[src/rtl/lsu_pkg.sv]
// Shared types and helpers for the memory-stage load/store unit:
// FSM encoding, RV64 load/store funct3 codes and access-size helpers.
package lsu_pkg;

    typedef enum logic [1:0] {
        StIdle = 2'd0,
        StWait = 2'd1,
        StDone = 2'd2
    } lsu_state_e;

    localparam logic [2:0] F3_LB  = 3'd0;
    localparam logic [2:0] F3_LH  = 3'd1;
    localparam logic [2:0] F3_LW  = 3'd2;
    localparam logic [2:0] F3_LD  = 3'd3;
    localparam logic [2:0] F3_LBU = 3'd4;
    localparam logic [2:0] F3_LHU = 3'd5;
    localparam logic [2:0] F3_LWU = 3'd6;

    localparam logic [2:0] F3_SB = 3'd0;
    localparam logic [2:0] F3_SH = 3'd1;
    localparam logic [2:0] F3_SW = 3'd2;
    localparam logic [2:0] F3_SD = 3'd3;

    // Byte-enable pattern for an access of 1/2/4/8 bytes at lane 0.
    function automatic logic [7:0] size_mask(input logic [1:0] size);
        case (size)
            2'd0:    size_mask = 8'h01;
            2'd1:    size_mask = 8'h03;
            2'd2:    size_mask = 8'h0F;
            default: size_mask = 8'hFF;
        endcase
    endfunction

    // Address bits that must be zero for a naturally aligned access.
    function automatic logic [2:0] size_lowbits(input logic [1:0] size);
        case (size)
            2'd0:    size_lowbits = 3'b000;
            2'd1:    size_lowbits = 3'b001;
            2'd2:    size_lowbits = 3'b011;
            default: size_lowbits = 3'b111;
        endcase
    endfunction

endpackage

[src/rtl/lsu_lane_align.sv]
// Combinational byte-lane steering: store byte enables and data shift,
// load data shift and sign/zero extension.
module lsu_lane_align
    import lsu_pkg::*;
#(
    parameter int unsigned XLEN = 64
) (
    input  logic [2:0]      funct3,
    input  logic [2:0]      off,
    input  logic [XLEN-1:0] store_data,
    input  logic [XLEN-1:0] rdata,
    output logic [7:0]      be,
    output logic [XLEN-1:0] wdata,
    output logic [XLEN-1:0] load_data
);

    logic [5:0]      sh_amt;
    logic [XLEN-1:0] sh;

    always_comb begin
        sh_amt = {off, 3'b000};
        be     = size_mask(funct3[1:0]) << off;
        wdata  = store_data << sh_amt;
        sh     = rdata >> sh_amt;
    end

    always_comb begin
        load_data = sh;
        case (funct3)
            F3_LB:   load_data = {{(XLEN-8){sh[7]}}, sh[7:0]};
            F3_LH:   load_data = {{(XLEN-16){sh[15]}}, sh[15:0]};
            F3_LW:   load_data = {{(XLEN-32){sh[31]}}, sh[31:0]};
            F3_LD:   load_data = sh;
            F3_LBU:  load_data = {{(XLEN-8){1'b0}}, sh[7:0]};
            F3_LHU:  load_data = {{(XLEN-16){1'b0}}, sh[15:0]};
            F3_LWU:  load_data = {{(XLEN-32){1'b0}}, sh[31:0]};
            default: load_data = sh;
        endcase
    end

endmodule

[src/rtl/mem_stage_lsu.sv]
// RV64 memory-stage load/store unit: one req/ack bus transaction per access, stalling the
// pipeline until done. Define LSU_MISALIGN_TRAP_EN to trap misaligned accesses via MisalignM.
module mem_stage_lsu
    import lsu_pkg::*;
#(
    parameter int unsigned XLEN        = 64,
    parameter int unsigned TIMEOUT_CYC = 255
) (
    input  logic            clk,
    input  logic            rst,
    input  logic            MemReadM,
    input  logic            MemWriteM,
    input  logic [2:0]      Funct3M,
    input  logic [XLEN-1:0] ALUResultM,
    input  logic [XLEN-1:0] WriteDataM,
    output logic [XLEN-1:0] ReadData,
    output logic            StallM,
    output logic            BusErrM,
    output logic            MisalignM,
    output logic            dmem_req,
    output logic            dmem_we,
    output logic [XLEN-1:0] dmem_addr,
    output logic [XLEN-1:0] dmem_wdata,
    output logic [7:0]      dmem_be,
    input  logic            dmem_ack,
    input  logic [XLEN-1:0] dmem_rdata
);

    lsu_state_e state_q, state_d;

    logic [7:0]      timer_q;
    logic [2:0]      f3_q;
    logic [2:0]      off_q;
    logic            load_q;
    logic [XLEN-1:0] read_data_q;
    logic            bus_err_q;
    logic            req_q;
    logic            we_q;
    logic [XLEN-1:0] addr_q;
    logic [XLEN-1:0] wdata_q;
    logic [7:0]      be_q;

    logic            access;
    logic            legal;
    logic            mis_block;
    logic            launch;
    logic            timeout;
    logic [2:0]      off_in;
    logic [2:0]      f3_sel;
    logic [2:0]      off_sel;
    logic [7:0]      la_be;
    logic [XLEN-1:0] la_wdata;
    logic [XLEN-1:0] la_load;

    always_comb begin
        access = MemReadM | MemWriteM;
        // A simultaneous read+write request is handled as a store.
        if (MemWriteM) begin
            legal = Funct3M inside {F3_SB, F3_SH, F3_SW, F3_SD};
        end else begin
            legal = Funct3M <= F3_LWU;
        end
`ifdef LSU_MISALIGN_TRAP_EN
        mis_block = |(ALUResultM[2:0] & size_lowbits(Funct3M[1:0]));
        off_in    = ALUResultM[2:0];
`else
        mis_block = 1'b0;
        off_in    = ALUResultM[2:0] & ~size_lowbits(Funct3M[1:0]);
`endif
        launch  = (state_q == StIdle) && access && legal && !mis_block;
        timeout = (timer_q == 8'(TIMEOUT_CYC));
        // Live inputs drive the store lanes at launch; latched ones format the load at ack.
        f3_sel  = (state_q == StIdle) ? Funct3M : f3_q;
        off_sel = (state_q == StIdle) ? off_in  : off_q;
    end

    lsu_lane_align #(
        .XLEN(XLEN)
    ) u_lane_align (
        .funct3    (f3_sel),
        .off       (off_sel),
        .store_data(WriteDataM),
        .rdata     (dmem_rdata),
        .be        (la_be),
        .wdata     (la_wdata),
        .load_data (la_load)
    );

    always_ff @(posedge clk) begin
        if (rst) begin
            state_q <= StIdle;
        end else begin
            state_q <= state_d;
        end
    end

    always_comb begin
        state_d = state_q;
        case (state_q)
            StIdle:  if (launch) state_d = StWait;
            StWait:  if (dmem_ack || timeout) state_d = StDone;
            StDone:  state_d = StIdle;
            default: state_d = StIdle;
        endcase
    end

    always_comb begin
        StallM    = !rst && (launch || (state_q == StWait));
        MisalignM = !rst && (state_q == StIdle) && access && legal && mis_block;
    end

    always_ff @(posedge clk) begin
        if (rst) begin
            timer_q     <= '0;
            f3_q        <= '0;
            off_q       <= '0;
            load_q      <= 1'b0;
            read_data_q <= '0;
            bus_err_q   <= 1'b0;
            req_q       <= 1'b0;
            we_q        <= 1'b0;
            addr_q      <= '0;
            wdata_q     <= '0;
            be_q        <= '0;
        end else begin
            bus_err_q <= 1'b0;
            case (state_q)
                StIdle: begin
                    if (launch) begin
                        req_q   <= 1'b1;
                        we_q    <= MemWriteM;
                        addr_q  <= {ALUResultM[XLEN-1:3], 3'b000};
                        be_q    <= la_be;
                        wdata_q <= la_wdata;
                        f3_q    <= Funct3M;
                        off_q   <= off_in;
                        load_q  <= !MemWriteM;
                        timer_q <= 8'd1;
                    end
                end
                StWait: begin
                    if (dmem_ack) begin
                        req_q <= 1'b0;
                        if (load_q) read_data_q <= la_load;
                    end else if (timeout) begin
                        req_q       <= 1'b0;
                        read_data_q <= '0;
                        bus_err_q   <= 1'b1;
                    end else begin
                        timer_q <= timer_q + 8'd1;
                    end
                end
                default: timer_q <= '0;
            endcase
        end
    end

    assign ReadData   = read_data_q;
    assign BusErrM    = bus_err_q;
    assign dmem_req   = req_q;
    assign dmem_we    = we_q;
    assign dmem_addr  = addr_q;
    assign dmem_wdata = wdata_q;
    assign dmem_be    = be_q;

endmodule

[config.mk]
export PLATFORM = sky130hd
export DESIGN_NAME = mem_stage_lsu
export DESIGN_NICKNAME = d
export VERILOG_FILES = /design/src/rtl/lsu_pkg.sv /design/src/rtl/lsu_lane_align.sv /design/src/rtl/mem_stage_lsu.sv
export SDC_FILE = /design/constraint.sdc
export NUM_CORES = 1
export LEC_CHECK = 0
export ABC_AREA = 1
export CAP_MARGIN = 40
export CORE_MARGIN = 2
export CORE_UTILIZATION = 40
export DETAILED_ROUTE_END_ITERATION = 6
export PLACE_DENSITY = 0.79
export SETUP_SLACK_MARGIN = 0.4
export SLEW_MARGIN = 20
export SYNTH_ARGS = -nofsm -noshare
export SYNTH_HDL_FRONTEND = slang
export SYNTH_SLANG_ARGS = --single-unit
[constraint.sdc]
create_clock -name clk -period 2.2 [get_ports clk]
set_input_delay 0.55 -clock clk [delete_from_list [all_inputs] [get_ports clk]]
set_output_delay 0.55 -clock clk [all_outputs]
set_load 0.01 [all_outputs]
Word level (Yosys, flattened, before mapping)
Cells that the tools add are included. Widths: inputs -> output; s select.

Word-level logic and storage cells: 83. Register bits after elaboration: 217. Input port bits: 200. Output and inout port bits: 205.

Equal/unequal tests: 20. $add $sub $neg: 1. Order comparisons: 1. Reductions and logical operators: 21. Shift operators: 3. Mux-type cells: 21. Bitwise operators: 4.

Operators with widths (number): $pmux 64 s6 (1); $mux 64 (3); $shl 64x6->64 (1); $shr 64x6->64 (1); $mux 8 (3); $pmux 8 s3 (1); $pmux 8 s2 (1); $eq 3x2->1 const B (3); $eq 3x3->1 const B (3); $pmux 3 s3 (1); $reduce_and 3->1 (3); $add 8x1->8 const B (1); $eq 8x8->1 const B (1); $ne 2x2->1 const B (4); $shl 8x3->8 (1); $eq 2x1->1 const B (3); $eq 3x1->1 const B (2); $logic_not 2->1 (3); $logic_not 3->1 (2); $mux 3 (2); $mux 1 (5); $eq 2x2->1 const B (2); $mux 2 (2); $pmux 2 s2 (1); other kinds (15) (21).

Longest topological paths before layout
Gate-level depths: netlist (run 1).

Depth in word-level cells: 9. Depth in mapped cells: 14. Mapped depth without buffers: 13.

By module
Synthesis (run 1) repeated with hierarchy kept, for this count alone.

Cells, all modules: 1892. Area total of the unflattened synthesis: 12201.7 um2.

By module, submodules not included: mem_stage_lsu (area each 8129.0 um2, times used 1, cells each 1038, sequential area each 4344.2 um2); lsu_lane_align (area each 4072.7 um2, times used 1, cells each 854, sequential area each 0.0 um2).

Worst setup path before layout (run 1)
OpenSTA, ideal clock, no wires.

Path kind: input -> output. From: in Funct3M[0]. To: out StallM. Cell stages on the path: 9. Setup slack: 0.086 ns. Buffers on the path: 2. Arrival: 1.564 ns. Required time: 1.650 ns. Cell sequence: nand2_1 nand2_1 a21oi_1 o21ai_1 buf_2 buf_2 nor2_1 inv_1 nand2_1.

Cells in the longest elaborated chain, start to end: 6. Elaborated cells between the ends (all ways): 10. Classes of those cells: order compare (1); eq/ne (3); mux (1); reduce/logical (5).

Ends and longest elaborated chain: start, declared (RTL line mem_stage_lsu.sv:13) `input logic [2:0] Funct3M,`; $eq 3x1->1, or another cell as far along (RTL line mem_stage_lsu.sv:59) `legal = Funct3M inside {F3_SB, F3_SH, F3_SW, F3_SD};`; $reduce_bool 4->1 (RTL line mem_stage_lsu.sv:59); $mux 1 * (RTL line mem_stage_lsu.sv:58) `if (MemWriteM) begin`; $logic_and 1x1->1 * (RTL line mem_stage_lsu.sv:70) `launch = (state_q == StIdle) && access && legal && !mis_block;`; $logic_or 1x1->1 * (RTL line mem_stage_lsu.sv:108) `StallM = !rst && (launch || (state_q == StWait));`; $logic_and 1x1->1 * (RTL line mem_stage_lsu.sv:108); end, declared (RTL line mem_stage_lsu.sv:17) `output logic StallM,`.

Every way passes the cells marked *; elsewhere a longest branch is shown, timed or not.

Worst setup path in the final report (run 1)
Same ends and word-level chain as after synthesis.

==> results of run 1 <==
## area by class of cell
type	count	area share, %
Inverter	115	2.35
Sequential cell	217	23.4
Antenna cell	4	0.0538
Tap cell	384	2.58
Clock inverter	13	0.895
Clock buffer	32	3.72
Multi-Input combinational cell	1349	35.6
Timing Repair Buffer	578	31.4
## stage by stage
step | setup TNS [ns] | instance area, sq um | power (mW) | utilization (%) | hold slack (ns)
finish | 0 | 18600 | 14.0 | 64.6 | 0.393
floorplan | 0 | 11900 | 6.97 | - | 0.430
global placement | -84.99 | 17100 | 9.23 | 59.3 | 0.437
global route | -0.00526 | 18600 | 14.6 | 64.6 | 0.397
CTS | 0 | 18300 | 13.9 | 63.6 | 0.372
detailed placement | -88.74 | 17100 | 9.28 | 59.3 | 0.445
## timing repair
action / in CTS / in global routing
buffers inserted: 11 / 5
pin swaps: 5 / 6
setup endpoints to repair: 409 / 372
gates resized for setup: 67 / 66
cloned: 4 / 0
## report_power, final
| group | leakage (nW) | switching (mW) | internal [mW] |
|---|---|---|---|
| Combinational | 5.43 | 2.82 | 2.36 |
| Clock | 0.422 | 1.79 | 2.59 |
| Sequential | 1.77 | 0.201 | 4.25 |
| Total | 7.62 | 4.81 | 9.20 |
## worst max-delay path: stages
cell	delay [ns]
dlygate4sd2_1	0.24
buf_6	0.13
nand2_8	0.06
nand2_2	0.06
a21oi_4	0.13
o21ai_4	0.09
nor2_4	0.10
inv_2	0.05
nand2_2	0.06
buf_6	0.10
## registers in the layout, summed over array words and instances (netlist names)
register and cells:
dmem_be 8, BusErrM 1, f3_q 3, timer_q 8, state_q 2, load_q 1
dmem_addr 61, ReadData 64, off_q 3, dmem_req 1, dmem_wdata 64, dmem_we 1
## how the worst min path moves through the flow
stage / startpoint / end / slack [ns] / cells past startpoint
finish: rst / state_q[0] / 0.39 / 5
global route: rst / state_q[0] / 0.40 / 5
CTS: rst / state_q[0] / 0.37 / 5
detailed placement: off_q[1] / off_q[1] / 0.44 / 2
global placement: f3_q[0] / f3_q[0] / 0.44 / 2
floorplan: off_q[1] / off_q[1] / 0.43 / 2
## synthesized netlist by cell type, drive strengths merged, types with 2 or more instances
library cell / n / area (sq um)
a21oi: 234 / 1170
a22oi: 17 / 128
a31oi: 7 / 43.8
buf: 78 / 437
clkbuf: 67 / 255
dfxtp: 217 / 4340
inv: 115 / 432
mux2i: 3 / 30.0
nand2: 644 / 2450
nand3: 151 / 798
nand4: 8 / 50.1
nor2: 59 / 255
nor3: 5 / 30.0
nor3b: 2 / 15.0
o211ai: 30 / 225
o21ai: 146 / 746
o221ai: 8 / 70.1
o22ai: 15 / 93.8
or2: 5 / 31.3
## per-layer routing
metal | up-vias | global-route usage [%] | wire, um
li1 | 6950 | - | -
met1 | 6661 | 37.8 | 19100
met2 | 876 | 51.2 | 22800
met3 | 141 | 6.68 | 5000
met4 | 0 | 13.2 | 2430
met5 | - | 0 | 0
## cell families (layout without fill, tap and decap cells)
kind of cell	count (synthesis)	after routing	share of synthesized area, %
buffers and inverters	260	738	9.61
XOR/XNOR	2	2	0.150
multiplexers	3	3	0.257
adder cells (fa/ha/maj)	1	1	0.107
AND/OR/NAND/NOR	875	876	31.1
other	1	8	0.0321
AO/OA/AOI/OAI	463	463	21.6
flip-flops	217	217	37.1
==> flow_summary.toml, run 1 <==
[logic_synthesis]
async_flop_share_pct = 0
syn_inst = 1822
synthDistinctLibCells = 48
synth_edf_count = 0
ys_seq_area_share_pct = 37.1
synth.avg_cell_area_sq_um = 6.42
synthFlopType = "dfxtp_1"
yosys_warnings = 0
synth-seq-cells = 217
syn_area_sq_mm = 0.0117

[timing]
setup_slack_ns = 0.0938
fin_worst_skew_ns = 0.0222
setup_viol = 0
slew_headroom_pct = 44.7
fmax_ghz = 0.475
period_share_pct = 95.7
fin_crit_ns = 2.11
hold_viol_final = 0
slew_violations = 0
rsz0062_at_grt = "yes"
worst_pin_slew_ns = 0.829

[placed_design]
place.gp.congestion = 0.969
place_ws_ns = -0.592
hpwl_mm = 36.2
io_buffers = 400
placed_cells = 2623

[setup_path]
cp-end-kind = "output pin"
reg2reg_from = "state_q[0]"
crit_arrival_ns = 1.56
cp_max_fo = 2
rrSetupSlack_ns = 0.14
critPathCapture = "StallM"
r2r_cells = 13
r2r_end = "dmem_wdata[55]"
worstSetupPathType = "primary input to output pin"
startpoint_type = "primary input"
crit_start = "Funct3M[0]"
worstPathRequired_ns = 1.65

[global_routing]
grt_pass1_vias = 13700
antenna_found_initial = 3
grtUsageTotal_pct = 30.6
grt_max_degree = 74
grt_pass1_wl_mm = 74.6
overflow = 0

[finish]
fillers = 2453
syn_to_final_growth_pct = 59.1
drive_above_1_share_pct = 13.8
instances_no_fill = 2692
multi_input_area_sq_mm = 0.00662
final-seq-area_sq_mm = 0.00435
fin_nets = 2487
mostFrequentLayoutCells = "621 x nand2_1, 391 x clkdlybuf4s50_1, 226 x a21oi_1, 211 x dfxtp_1, 138 x nand3_1"
final_common_cell = "nand2_1"

[drt]
route.detailed.wl_per_inst_um = 18.3
totalWireLength_mm = 49.3
via_per_inst = 5.43
ant_nets = 0
drt-initial-drc-count = 1661
num_vias = 14600
first_pass_iters = 6
drc = 0

[clock_network]
clk_latency_ns = 0.56
cts_max_level = 1
cts_made_buffers = 25
cts.clk_slew.worst_paths_ns = 0.06
cts_hold_buf = 0
cts_tree = "done"
clockBufferDepth = 3
cts-root-buf = "clkbuf_16"
cts.sinks = 217

[pwr]
p_per_area_mw_per_mm2 = 753
vdd_drop_max_uv = 730
p_leak_nw = 7.62

[job]
cap_violations = 0

[min_path]
holdCritPathClass = "primary input to flop"

[floorplan]
die_area_sq_mm = 0.0306
core_area_sq_mm = 0.0288
row_count = 62
die_w_um = 175
die_h_um = 175
initial_core_util_pct = 40.6
num_io_pins = 405

[status]
outcome = "completed"
Power figures use the tool's default switching activity.
==> run 2: changes to the inputs <==
--- a/config.mk
+++ b/config.mk
@@ -10,6 +10,7 @@
 export CORE_MARGIN = 2
 export CORE_UTILIZATION = 40
 export DETAILED_ROUTE_END_ITERATION = 6
+export HOLD_SLACK_MARGIN = 0.12
 export PLACE_DENSITY = 0.79
 export SETUP_SLACK_MARGIN = 0.4
 export SLEW_MARGIN = 20
==> results of run 2 <==
No change in the layout: final DEF, timing and power equal those of run 1.
